$ cat src/rtl/kafa_pkg.sv
// Shared definitions for the coffee machine supply side: escrow state encoding,
// default capacities and timing constants, and strobe bit positions.
package kafa_pkg;

    typedef enum logic [1:0] {
        ESC_EMPTY = 2'd0,
        ESC_HELD  = 2'd1,
        ESC_BUSY  = 2'd2,
        ESC_EJECT = 2'd3
    } escrow_t;

    localparam int DEF_CNT_W        = 8;
    localparam int DEF_CUP_CAP      = 50;
    localparam int DEF_POWDER_CAP   = 100;
    localparam int DEF_WATER_CAP    = 100;
    localparam int DEF_DEBOUNCE_CYC = 1000;
    localparam int DEF_EJECT_CYC    = 100000;
    localparam int DEF_LOW_THR      = 5;

    // The eject timer is fixed at 19 bits, enough for the default pulse length.
    localparam int TMR_W = 19;

    localparam int STB_N  = 5;
    localparam int STB_PG = 0;
    localparam int STB_CP = 1;
    localparam int STB_HW = 2;
    localparam int STB_UL = 3;
    localparam int STB_CR = 4;

endpackage

$ cat src/rtl/kafa_stock_cnt.sv
// Saturating stock counter: counts down on each dispense pulse, reloads to
// capacity on refill, and flags whether any stock remains.
module kafa_stock_cnt #(
    parameter int CNT_W = 8,
    parameter int CAP   = 50
) (
    input  logic             clk,
    input  logic             reset_n,
    input  logic             dec,
    input  logic             refill,
    output logic [CNT_W-1:0] count,
    output logic             avail
);

    logic [CNT_W-1:0] count_n;

    // Refill has priority so a service visit is never undercut by a dispense.
    always_comb begin
        count_n = count;
        if (refill) begin
            count_n = CNT_W'(CAP);
        end else if (dec && (count != '0)) begin
            count_n = count - 1'b1;
        end
    end

    always_ff @(posedge clk or negedge reset_n) begin
        if (!reset_n) begin
            count <= CNT_W'(CAP);
            avail <= (CAP != 0);
        end else begin
            count <= count_n;
            avail <= (count_n != '0);
        end
    end

endmodule

$ cat src/rtl/kafa_supply.sv
// Supply-side responder for the coffee controller: coin escrow FSM, coin debounce,
// eject timer and three stock counters. Optional low-stock flag: KAFA_SUPPLY_LOW_WARN_EN.
module kafa_supply
    import kafa_pkg::*;
#(
    parameter int CNT_W        = DEF_CNT_W,
    parameter int CUP_CAP      = DEF_CUP_CAP,
    parameter int POWDER_CAP   = DEF_POWDER_CAP,
    parameter int WATER_CAP    = DEF_WATER_CAP,
    parameter int DEBOUNCE_CYC = DEF_DEBOUNCE_CYC,
    parameter int EJECT_CYC    = DEF_EJECT_CYC
`ifdef KAFA_SUPPLY_LOW_WARN_EN
    ,
    parameter int LOW_THR      = DEF_LOW_THR
`endif
) (
    input  logic clk,
    input  logic reset_n,
    input  logic coin_in,
    input  logic refill,
    input  logic plastic_glass,
    input  logic coffee_powder,
    input  logic hot_water,
    input  logic unlock,
    input  logic coin_return,
    output logic coin_avail,
    output logic plastic_glass_avail,
    output logic coffee_powder_avail,
    output logic water_avail,
    output logic coin_eject,
    output logic proto_err
`ifdef KAFA_SUPPLY_LOW_WARN_EN
    ,
    output logic low_stock
`endif
);

    localparam int DEB_W = (DEBOUNCE_CYC > 1) ? $clog2(DEBOUNCE_CYC) : 1;

    logic             coin_sync1;
    logic             coin_sync2;
    logic [DEB_W-1:0] deb_cnt;
    logic             deb_done;
    logic             coin_pulse;

    logic [STB_N-1:0] strobe;
    logic [STB_N-1:0] strobe_q;
    logic [STB_N-1:0] strobe_q2;
    logic             refill_q;
    logic             pg_rise;
    logic             cp_rise;
    logic             hw_rise;
    logic             cr_rise;
    logic             ul_fall;

    escrow_t          state;
    escrow_t          state_n;
    logic             shadow;
    logic             shadow_n;
    logic [TMR_W-1:0] tmr;
    logic [TMR_W-1:0] tmr_n;
    logic             eject_active;
    logic             refuse;
    logic             perr_n;
    logic             coin_avail_n;
    logic             coin_eject_n;

    logic [CNT_W-1:0] cup_count;
    logic [CNT_W-1:0] powder_count;
    logic [CNT_W-1:0] water_count;

    // A coin counts once per continuous high period of the synchronized sensor.
    always_ff @(posedge clk or negedge reset_n) begin
        if (!reset_n) begin
            coin_sync1 <= 1'b0;
            coin_sync2 <= 1'b0;
            deb_cnt    <= '0;
            deb_done   <= 1'b0;
            coin_pulse <= 1'b0;
        end else begin
            coin_sync1 <= coin_in;
            coin_sync2 <= coin_sync1;
            coin_pulse <= 1'b0;
            if (!coin_sync2) begin
                deb_cnt  <= '0;
                deb_done <= 1'b0;
            end else if (!deb_done) begin
                if (deb_cnt == DEB_W'(DEBOUNCE_CYC - 1)) begin
                    coin_pulse <= 1'b1;
                    deb_done   <= 1'b1;
                end else begin
                    deb_cnt <= deb_cnt + 1'b1;
                end
            end
        end
    end

    assign strobe[STB_PG] = plastic_glass;
    assign strobe[STB_CP] = coffee_powder;
    assign strobe[STB_HW] = hot_water;
    assign strobe[STB_UL] = unlock;
    assign strobe[STB_CR] = coin_return;

    always_ff @(posedge clk or negedge reset_n) begin
        if (!reset_n) begin
            strobe_q  <= '0;
            strobe_q2 <= '0;
            refill_q  <= 1'b0;
        end else begin
            strobe_q  <= strobe;
            strobe_q2 <= strobe_q;
            refill_q  <= refill;
        end
    end

    assign pg_rise = strobe_q[STB_PG] & ~strobe_q2[STB_PG];
    assign cp_rise = strobe_q[STB_CP] & ~strobe_q2[STB_CP];
    assign hw_rise = strobe_q[STB_HW] & ~strobe_q2[STB_HW];
    assign cr_rise = strobe_q[STB_CR] & ~strobe_q2[STB_CR];
    assign ul_fall = strobe_q2[STB_UL] & ~strobe_q[STB_UL];

    assign eject_active = (state == ESC_EJECT) || shadow;

    // The shadow flag lets a refused coin be ejected without disturbing a vend in progress.
    always_comb begin
        state_n = state;
        shadow_n = shadow;
        tmr_n = tmr;
        refuse = 1'b0;
        perr_n = proto_err;

        case (state)
            ESC_EMPTY: begin
                if (coin_pulse) state_n = ESC_HELD;
                if (pg_rise) perr_n = 1'b1;
            end
            ESC_HELD: begin
                refuse = coin_pulse;
                if (cr_rise) state_n = ESC_EJECT;
                else if (pg_rise) state_n = ESC_BUSY;
            end
            ESC_BUSY: begin
                refuse = coin_pulse;
                if (ul_fall) state_n = ESC_EMPTY;
            end
            ESC_EJECT: begin
                state_n = ESC_EJECT;
            end
            default: state_n = ESC_EMPTY;
        endcase

        if ((state_n == ESC_EJECT) && ((state != ESC_EJECT) || coin_pulse)) begin
            tmr_n = '0;
            shadow_n = 1'b0;
        end else if (refuse) begin
            tmr_n = '0;
            shadow_n = 1'b1;
        end else if (eject_active) begin
            if (tmr == TMR_W'(EJECT_CYC - 1)) begin
                shadow_n = 1'b0;
                if (state == ESC_EJECT) state_n = ESC_EMPTY;
            end else begin
                tmr_n = tmr + 1'b1;
            end
        end

        coin_avail_n = (state_n == ESC_HELD);
        coin_eject_n = (state_n == ESC_EJECT) || shadow_n;
    end

    always_ff @(posedge clk or negedge reset_n) begin
        if (!reset_n) begin
            state      <= ESC_EMPTY;
            shadow     <= 1'b0;
            tmr        <= '0;
            coin_avail <= 1'b0;
            coin_eject <= 1'b0;
            proto_err  <= 1'b0;
        end else begin
            state      <= state_n;
            shadow     <= shadow_n;
            tmr        <= tmr_n;
            coin_avail <= coin_avail_n;
            coin_eject <= coin_eject_n;
            proto_err  <= perr_n;
        end
    end

    kafa_stock_cnt #(.CNT_W(CNT_W), .CAP(CUP_CAP)) u_cup (
        .clk    (clk),
        .reset_n(reset_n),
        .dec    (pg_rise),
        .refill (refill_q),
        .count  (cup_count),
        .avail  (plastic_glass_avail)
    );

    kafa_stock_cnt #(.CNT_W(CNT_W), .CAP(POWDER_CAP)) u_powder (
        .clk    (clk),
        .reset_n(reset_n),
        .dec    (cp_rise),
        .refill (refill_q),
        .count  (powder_count),
        .avail  (coffee_powder_avail)
    );

    kafa_stock_cnt #(.CNT_W(CNT_W), .CAP(WATER_CAP)) u_water (
        .clk    (clk),
        .reset_n(reset_n),
        .dec    (hw_rise),
        .refill (refill_q),
        .count  (water_count),
        .avail  (water_avail)
    );

`ifdef KAFA_SUPPLY_LOW_WARN_EN
    always_ff @(posedge clk or negedge reset_n) begin
        if (!reset_n) begin
            low_stock <= 1'b0;
        end else begin
            low_stock <= (cup_count <= CNT_W'(LOW_THR)) ||
                         (powder_count <= CNT_W'(LOW_THR)) ||
                         (water_count <= CNT_W'(LOW_THR));
        end
    end
`endif

endmodule
$ cat config.mk
export PLATFORM = sky130hd
export DESIGN_NAME = kafa_supply
export DESIGN_NICKNAME = d
export VERILOG_FILES = /design/src/rtl/kafa_pkg.sv /design/src/rtl/kafa_stock_cnt.sv /design/src/rtl/kafa_supply.sv
export SDC_FILE = /design/constraint.sdc
export NUM_CORES = 1
export LEC_CHECK = 0
export CAP_MARGIN = 20
export CORE_ASPECT_RATIO = 0.8
export CORE_UTILIZATION = 40
export DETAILED_ROUTE_END_ITERATION = 8
export GPL_TIMING_DRIVEN = 0
export HOLD_SLACK_MARGIN = 0.03
export PLACE_DENSITY = 0.65
export SLEW_MARGIN = 20
export SYNTH_ARGS = -nofsm -noshare
export SYNTH_HDL_FRONTEND = slang
export SYNTH_HIERARCHICAL = 1
export SYNTH_SLANG_ARGS = --single-unit
$ cat constraint.sdc
create_clock -name clk -period 3.9 [get_ports clk]
set_clock_uncertainty 0.05 [all_clocks]
set_input_delay 0.78 -clock clk [delete_from_list [all_inputs] [get_ports clk]]
set_output_delay 0.78 -clock clk [all_outputs]
set_load 0.01 [all_outputs]
==> flow_metrics.py, run 1 <==
metrics = {
    "detailed_routing": {
        "drcViolationCount": 0,
        "wire_per_inst_um": 13.1,
        "avgViaCountPerCell": 5.26,
        "vias": 2899,
        "ant_nets": 0,
        "drtIter0Drc": 227,
        "drt_pass1_iterations": 4,
        "wl_um": 7190,
    },
    "global_routing": {
        "grt_overflow": 0,
        "use_met3_pct": 4.30,
        "grt_use_met2_pct": 23.2,
        "gr-max-usage-layer": "met2",
        "grt_max_degree": 57,
        "grt_pass1_wl_um": 12800,
        "use_met1_pct": 21.4,
        "grt_pass1_vias": 2730,
        "track_usage_pct": 15.3,
        "antenna_found_initial": 0,
    },
    "floorplan": {
        "fp.coreArea_um2": 9690,
        "die_area_um2": 10400,
        "fp.dieH_um": 91.6,
        "dieWidth_um": 114,
        "start_util_pct": 41.4,
        "placementRows": 32,
        "ios": 15,
    },
    "clocking": {
        "cts_buffers": 9,
        "cts_sinks": 77,
        "h-tree-depth": 3,
        "clock_latency_ns": 0.32,
        "cts-root-buf": "clkbuf_16",
        "cts_buffer_depth": 2,
        "cts_tree": "done",
        "holdBufCountCts": 0,
        "cts_setup_buffers": 0,
        "cts_resized": 0,
        "clk_pin_slew_ns": 0.06,
    },
    "placement": {
        "place_congestion": 0.825,
        "dpl.hpwl_um": 5020,
        "port_buffers": 14,
    },
    "yosys": {
        "synth_seq_cells": 77,
        "synth_edf_count": 0,
        "async_flop_share_pct": 100,
        "syn_area_per_cell_um2": 10.5,
        "yosys.area.top_type": "dfrtp_1",
        "synthCells": 384,
        "yosys_warnings": 6,
        "ys_seq_area_share_pct": 48.4,
        "synthesis.area_um2": 4020,
        "synthDominantCellAreaShare_pct": 40.5,
        "synth_nets": 406,
        "synth_common_cells": "dfrtp_1, nor2_1, nand2_1",
        "synth_area_leaders": "dfrtp_1, dfstp_2, nor2_1, ha_1, xnor2_1",
        "synth_most_common_cell": "dfrtp_1",
        "synth_cell_types": 62,
        "synthFlopType": "dfrtp_1",
    },
    "sta": {
        "setup_violations": 0,
        "worst_pin_slew_ns": 0.703,
        "hold_ws_ns": 0.294,
        "fmaxAchievable_mhz": 409,
        "period_needed_ns": 2.44,
        "hold_viol": 0,
        "fin_crit_sh_pct": 62.7,
        "drv_slew": 0,
        "rsz0062_at_grt": "no",
        "timing.slew.headroom_pct": 53.0,
    },
    "cells_and_area": {
        "area_growth_pct": 17.1,
        "n_antenna_cell": 0,
        "nets": 432,
        "utilization_pct": 48.5,
        "layout-drive-gt1-share_pct": 12.3,
    },
    "setup_path": {
        "worstSetupStartpointType": "flop",
        "cp-end-kind": "flop",
        "crit_arrival_ns": 2.61,
        "crit_fanout": 10,
        "cp_data_required_time_ns": 4.06,
        "path_class": "flop to flop",
    },
    "worst_hold_path": {
        "hold_path_class": "input port to asynchronous set/reset pin",
    },
    "power_and_ir_drop": {
        "p_leak_uw": 0.00196,
        "p_per_area_nw_per_um2": 407,
        "ir_worst_vdd_mv": 0.242,
    },
    "run": {
        "drv_cap": 0,
    },
    "status": {
        "outcome": "finished, final reports clean",
    },
}
-- stage by stage --
| step | instances | setup TNS (ns) | cell area (um2) | total power, uW | setup WS (ns) |
|---|---|---|---|---|---|
| 6_report | 551 | 0 | 4700 | 1910 | 1.46 |
| 5_1_grt | 551 | 0 | 4700 | 1990 | 1.29 |
| 4_1_cts | 551 | 0 | 4700 | 1940 | 1.41 |
| 3_5_place_dp | 535 | 0 | 4350 | 961 | 1.43 |
| 3_3_place_gp | 534 | -48.77 | 4330 | 955 | -0.758 |
| 2_1_floorplan | 384 | 0 | 4020 | 915 | 1.76 |
-- where the power goes --
part / internal, uW / switching [uW] / leakage (uW) / total [uW]
clock: 659 / 308 / 0.000173 / 968
combinational: 44.7 / 62.5 / 0.000791 / 107
sequential: 821 / 17.6 / 0.000993 / 839
-- flip-flops by register name, indices dropped and copies added, names as in the netlist --
signal,cells
tmr,19
deb_cnt,10
u_cup/count,8
u_powder/count,8
u_water/count,8
strobe_q2,5
strobe_q,5
state,2
coin_avail,1
coin_eject,1
coin_pulse,1
coin_sync1,1
coin_sync2,1
deb_done,1
proto_err,1
refill_q,1
shadow,1
u_cup/avail,1
u_powder/avail,1
u_water/avail,1
-- final timing paths --
check                           start                 to  slack (ns)  cells past startpoint
max                          state[0]            tmr[11]        1.46                      8
min reg2reg                coin_sync1         coin_sync2        0.30                      0
max in group asynchronous     reset_n  u_powder/count[2]        2.89                      2
min in group clk           coin_sync1         coin_sync2        0.30                      0
max reg2reg                  state[0]            tmr[11]        1.46                      8
min                           reset_n       strobe_q2[3]        0.29                      1
-- layout make-up --
| cell class | count | area, um2 |
|---|---|---|
| inverter | 11 | 41.3 |
| tap | 136 | 170 |
| timing repair buffer | 15 | 165 |
| clock inverter | 4 | 95.1 |
| multi-input combinational | 290 | 2000 |
| buffer | 6 | 30.0 |
| fill | 902 | 4990 |
| sequential | 77 | 1940 |
| clock buffer | 12 | 256 |
-- critical path, stage by stage (launching register included) --
cell,delay (ns)
dfrtp_1,0.42
inv_1,0.11
ha_1,0.28
nor2b_1,0.16
a21oi_2,0.15
o32ai_2,0.14
o41ai_4,0.73
buf_6,0.23
nor2_1,0.06
-- cells in the final DEF, fill, tap and decap left out, types with 4 or more instances in the layout --
cell type | synthesis | final
a21oi_1 | 11 | 11
inv_1 | 11 | 11
ha_1 | 13 | 13
nor3_1 | 13 | 13
a41oi_1 | 4 | 4
nor2b_1 | 11 | 11
xnor2_1 | 16 | 16
dfstp_2 | 12 | 12
or3_1 | 7 | 7
clkdlybuf4s50_1 | 0 | 13
nand4_1 | 9 | 9
dfrtp_1 | 65 | 65
nand3b_1 | 5 | 5
a311oi_1 | 7 | 7
nand3_1 | 6 | 6
nor2_1 | 48 | 48
and2_1 | 8 | 8
o21ai_0 | 11 | 11
mux2i_1 | 5 | 5
nand2_1 | 30 | 30
and4_1 | 6 | 6
clkbuf_16 | 0 | 9
xor2_1 | 14 | 14
a211o_1 | 5 | 5
and3_1 | 4 | 4
-- kinds of logic (layout without fill, tap and decap cells) --
kind of cell             Yosys count  count (layout)  share of synthesized area, %
AND/OR/NAND/NOR                  179             179                          25.2
flip-flops                        77              77                          48.4
adder cells (fa/ha/maj)           13              13                          4.05
multiplexers                       5               5                          1.25
buffers and inverters             17              48                          1.78
XOR/XNOR                          30              30                          6.54
AO/OA/AOI/OAI                     63              63                          12.8
-- per-layer routing --
metal | up-vias | routed length (um)
li1 | 1438 | -
met4 | 0 | 63
met5 | - | 0
met2 | 53 | 3240
met1 | 1403 | 3660
met3 | 5 | 234
Power figures use the tool's default switching activity.
==> inputs of run 2 (changes only) <==
--- a/config.mk
+++ b/config.mk
@@ -11,7 +11,7 @@
 export DETAILED_ROUTE_END_ITERATION = 8
 export GPL_TIMING_DRIVEN = 0
 export HOLD_SLACK_MARGIN = 0.03
-export PLACE_DENSITY = 0.65
+export PLACE_DENSITY = 0.67
 export SLEW_MARGIN = 20
 export SYNTH_ARGS = -nofsm -noshare
 export SYNTH_HDL_FRONTEND = slang
==> constraint.sdc (replaced) <==
create_clock -name clk -period 2.1 [get_ports clk]
set_clock_uncertainty 0.05 [all_clocks]
set_input_delay 0.42 -clock clk [delete_from_list [all_inputs] [get_ports clk]]
set_output_delay 0.42 -clock clk [all_outputs]
set_load 0.01 [all_outputs]
==> run 2 against run 1 <==
The flow now finishes with violations (negative setup slack). Utilization is 4.0 points higher. Fmax is 16% higher. Die area stayed put. Combinational power is 130% higher. Wire length is 18% higher. Hold slack better by 0.0043 ns. Global-route usage is 2.3 points higher. Non-clock buffer count is 29 higher. Worst setup slack worse by 1.5 ns. Sequential power is 86% higher. Clock power is 86% higher. Final area is 8.3% higher. Critical path type unchanged. Critical endpoint is now u_water/avail.
==> flow_metrics.py, run 2 (same netlist as run 1, synthesis figures left out) <==
metrics = {
    "global_routing": {
        "grt_max_degree": 58,
        "antenna_found_initial": 0,
        "grt_pass1_wl_um": 14400,
        "track_usage_pct": 17.6,
        "grt_overflow": 0,
        "grt_pass1_vias": 3131,
    },
    "power_and_ir_drop": {
        "ir_worst_vdd_mv": 0.465,
        "p_per_area_nw_per_um2": 710,
        "finalPower_uw": 3610,
        "p_leak_uw": 0.00217,
    },
    "clocking": {
        "clk_pin_slew_ns": 0.06,
        "cts_tree": "done",
        "cts_buffer_depth": 2,
        "cts-root-buf": "clkbuf_16",
        "clock_latency_ns": 0.34,
        "h-tree-depth": 3,
        "cts_sinks": 77,
        "cts_buffers": 9,
    },
    "setup_path": {
        "worstSetupStartpointType": "flop",
        "cp-end-kind": "flop",
        "crit_fanout": 6,
        "path_cells": "or2_1 -> or3_1 -> a221o_1 -> nand3b_1 -> or4_1",
        "cp_data_required_time_ns": 2.30,
        "path_class": "flop to flop",
        "cp_slowest_cell": "dfrtp_2",
        "regToRegStartpoint": "u_water/count[3]",
        "crit_arrival_ns": 2.31,
        "critPathMaxStageDelay_ns": 0.46,
        "crit_buf_inv": 0,
        "critPathLaunch": "u_water/count[3]",
        "crit_family": "simple AND/OR/NAND/NOR gates",
    },
    "placement": {
        "place_congestion": 0.772,
        "preCtsSetupSlack_ns": -0.197,
        "place_inst": 535,
        "dpl.hpwl_um": 5260,
        "port_buffers": 14,
    },
    "detailed_routing": {
        "dr.max_layer_used": "met4",
        "ant_nets": 0,
        "wl_um": 8470,
        "drtIter0Drc": 110,
        "drcViolationCount": 0,
        "avgViaCountPerCell": 5.36,
        "drt_pass1_iterations": 4,
        "wl_met1_um": 4120,
        "vias": 3109,
        "met3_length_um": 248,
        "wl_met2_um": 3950,
        "wire_per_inst_um": 14.6,
    },
    "sta": {
        "period_needed_ns": 2.11,
        "finalWorstSetupSlack_ns": -0.00804,
        "timing.slew.headroom_pct": 62.8,
        "hold_viol": 0,
        "worst_pin_slew_ns": 0.551,
        "fin_crit_sh_pct": 100,
        "rsz0062_at_grt": "yes",
        "fmaxAchievable_mhz": 474,
        "drv_slew": 0,
        "setup_violations": 2,
        "fin_setup_tns_ns": -0.0157,
    },
    "cells_and_area": {
        "largest_reg_flops": 19,
        "seq_area_um2": 1940,
        "layout_common_cells": "dfrtp_1, nor2_1, nand2_1",
        "regMostFlops": "tmr",
        "final_cells": 580,
        "reg_top3": "tmr: 19 flops, deb_cnt: 10 flops",
        "nets": 461,
        "n_antenna_cell": 0,
        "mostFrequentLayoutCell": "dfrtp_1",
        "multiInputGateArea_um2": 2150,
        "area_growth_pct": 26.8,
        "fillCellCount": 860,
        "layout-drive-gt1-share_pct": 22.1,
    },
    "status": {
        "violations": "negative setup slack",
        "outcome": "complete, but fails checks",
    },
    "run": {
        "drv_cap": 0,
    },
    "worst_hold_path": {
        "hp-start": "coin_sync1",
        "hold_path_class": "flop to flop",
    },
    "floorplan": {
        "die_area_um2": 10400,
        "fp.coreArea_um2": 9690,
        "ios": 15,
        "dieWidth_um": 114,
        "start_util_pct": 41.4,
        "placementRows": 32,
        "fp.dieH_um": 91.6,
    },
}
## run 2: cell count changes in the layout (fill, tap and decap cells not counted), sizes merged
cell / before / now
buf: 6 / 34
dlygate4sd3: 0 / 1
clkbuf: 14 / 12
clkinvlp: 0 / 2
## run 2: area by class of cell
cell class,instances,share of cell area (%)
Buffer,6,0.664
Timing Repair Buffer,44,7.89
Inverter,11,0.811
Clock buffer,10,4.69
Tap cell,136,3.34
Clock inverter,6,2.16
Multi-Input combinational cell,290,42.2
Sequential cell,77,38.2
## run 2: routing by layer
| layer | up-vias | global-route usage [%] |
|---|---|---|
| met5 | - | 0 |
| met4 | 0 | 7.25 |
| met3 | 13 | 5.02 |
| met2 | 54 | 27.9 |
| met1 | 1540 | 22.4 |
| li1 | 1502 | - |
## run 2: path summary, 6_finish.rpt
| check | end | slack (ns) | cells after the start |
|---|---|---|---|
| setup / recovery | u_water/avail | -0.008 | 5 |
| hold / removal | coin_sync2 | 0.30 | 0 |
| setup reg to reg | u_water/avail | -0.008 | 5 |
| hold reg to reg | coin_sync2 | 0.30 | 0 |
| max in group asynchronous | u_powder/count[6] | 0.91 | 3 |
| min in group asynchronous | tmr[15] | 0.46 | 2 |
## run 2: where the power goes
part           switching [uW]  total (uW)  internal (uW)  leakage (uW)
logic                     135         251            116       0.00101
clock network             609        1800           1190      0.000165
registers                37.3        1560           1520      0.000989
## run 2: per-stage QoR
stage / hold slack, ns / cell area, um2 / util [%]
after floorplan: 0.0744 / 4020 / -
after global placement: 0.289 / 4330 / 44.7
after detailed placement: 0.286 / 4360 / 45.0
after CTS: 0.300 / 4900 / 50.6
after global routing: 0.311 / 5090 / 52.5
final: 0.298 / 5090 / 52.5
## run 2: timing repair
item,in CTS,in global routing
gates resized for setup,15,17
pin swaps,6,3
hold endpoints to repair,20,0
endpoints found under the setup margin,22,22
hold buffers,1,0
buffers inserted,16,12
==> inputs of run 3 (changes only) <==
--- a/config.mk
+++ b/config.mk
@@ -9,6 +9,7 @@
 export CORE_ASPECT_RATIO = 0.8
 export CORE_UTILIZATION = 40
 export DETAILED_ROUTE_END_ITERATION = 8
+export GPL_ROUTABILITY_DRIVEN = 0
 export GPL_TIMING_DRIVEN = 0
 export HOLD_SLACK_MARGIN = 0.03
 export PLACE_DENSITY = 0.67
==> results of run 3 <==
Same layout as run 2: the final DEF is identical, and so are final timing and power.
==> RTL change, RTL diff (settings of run 1) <==
Encoding of `escrow_t`: now one-hot (4 bits for 4 values).
--- a/src/rtl/kafa_pkg.sv
+++ b/src/rtl/kafa_pkg.sv
@@ -4,7 +4,7 @@
 
-    typedef enum logic [1:0] {
-        ESC_EMPTY = 2'd0,
-        ESC_HELD  = 2'd1,
-        ESC_BUSY  = 2'd2,
-        ESC_EJECT = 2'd3
+    typedef enum logic [3:0] {
+        ESC_EMPTY = 4'b0001,
+        ESC_HELD  = 4'b0010,
+        ESC_BUSY  = 4'b0100,
+        ESC_EJECT = 4'b1000
     } escrow_t;
Check against the original RTL: same outputs for any inputs over 10 cycles, from zero or initial values and one cycle with reset_n low; not proved beyond that.
==> RTL change against run 1 <==
Power fell by 5.6%. Sequential cell count rose by 2. Final area rose by 1.6%. Wire length rose by 13%. Worst setup slack improved by 0.0057 ns. Area after synthesis rose by 3.4%. Global-route usage rose by 1.7 points. Highest routed layer unchanged.
==> RTL change: results (changes against run 1) <==
synthesized area per cell=10.0 um^2 (-4.1%); clock group share of total power=46.6% (-4.0 points); Layout Cells excl Fill=581 (+5.4%); Placed Instances=565 (+5.6%); switching power=0.000409 W (+5.2%); gpl congestion=0.822 (-0.39%); max incr delay on CP=0.42 ns (-0.31 ns); Max VDD drop=0.302 mV (+25%); DP Area=4480 um^2 (+2.9%); Slew @ Worst Pin=0.886 ns (+0.184 ns); Gate power share=5.8% (+0.2 points); Clock Latency Late Sink=0.34 ns (+0.02 ns); cell family with most CP delay=simple AND/OR/NAND/NOR gates; Initial DRC Count=155 (-32%); first-pass GRT wire length=14200 um (+12%); HPWL after detailed placement=5550 um (+11%); Yosys cell types=60 (-3.2%); largest net degree at the start of global routing=41 (-28%); first drt pass iteration count=5 (+1); total number of vias=3188 (+10%); outcome=complete, no violations; final WL=8100 um (+13%); worst hold path type=reg2reg; number of global-route vias before repair=3005 (+10%); hold_ws=0.297 ns (+0.00336 ns)
-- RTL change: cell type report --
type | instances | area, um^2
sequential | 79 | 1990
clock buffer | 11 | 243
inverter | 12 | 45.0
multi-input combinational | 309 | 2030
buffer | 14 | 80.1
clock inverter | 5 | 57.6
timing repair buffer | 15 | 158
fill | 921 | 5070
tap | 136 | 170
-- RTL change: final timing paths --
kind / end / cells past startpoint / startpoint
hold reg to reg: coin_sync2$_DFF_PN0_ / 0 / coin_sync1$_DFF_PN0_
min in group asynchronous: u_powder/count[0]$_DFF_PN0_ / 1 / reset_n
setup / recovery: tmr[15]$_DFFE_PN0P_ / 9 / tmr[0]$_DFFE_PN0P_
hold / removal: coin_sync2$_DFF_PN0_ / 0 / coin_sync1$_DFF_PN0_
setup reg to reg: tmr[15]$_DFFE_PN0P_ / 9 / tmr[0]$_DFFE_PN0P_
max in group asynchronous: state[0]$_DFF_PN1_ / 2 / reset_n
-- RTL change: cells by family after synthesis --
logic type                 synth area share (%)
adders and majority gates                  2.41
DFF                                        48.0
buffers and inverters                      3.01
and+or+nand+nor                            26.1
AOI/OAI and AO/OA                          15.5
muxes                                      1.57
xor gates and xnor gates                   3.38
-- RTL change: worst reg2reg max path: stages (launching register included) --
cell and delay [ns]:
dfrtp_1 0.42, ha_1 0.26, nand3_1 0.19, nor4_2 0.10
a21bo_1 0.19, and3b_1 0.21, or3_1 0.34, buf_4 0.18
buf_6 0.15, o31ai_1 0.25
-- RTL change: metal layers --
metal / wire length [um] / vias up / track usage (%)
met1: 4110 / 1539 / 24.4
li1: - / 1582 / -
met4: 137 / 0 / 6.41
met3: 326 / 9 / 4.54
met5: 0 / - / 0
met2: 3530 / 58 / 24.3
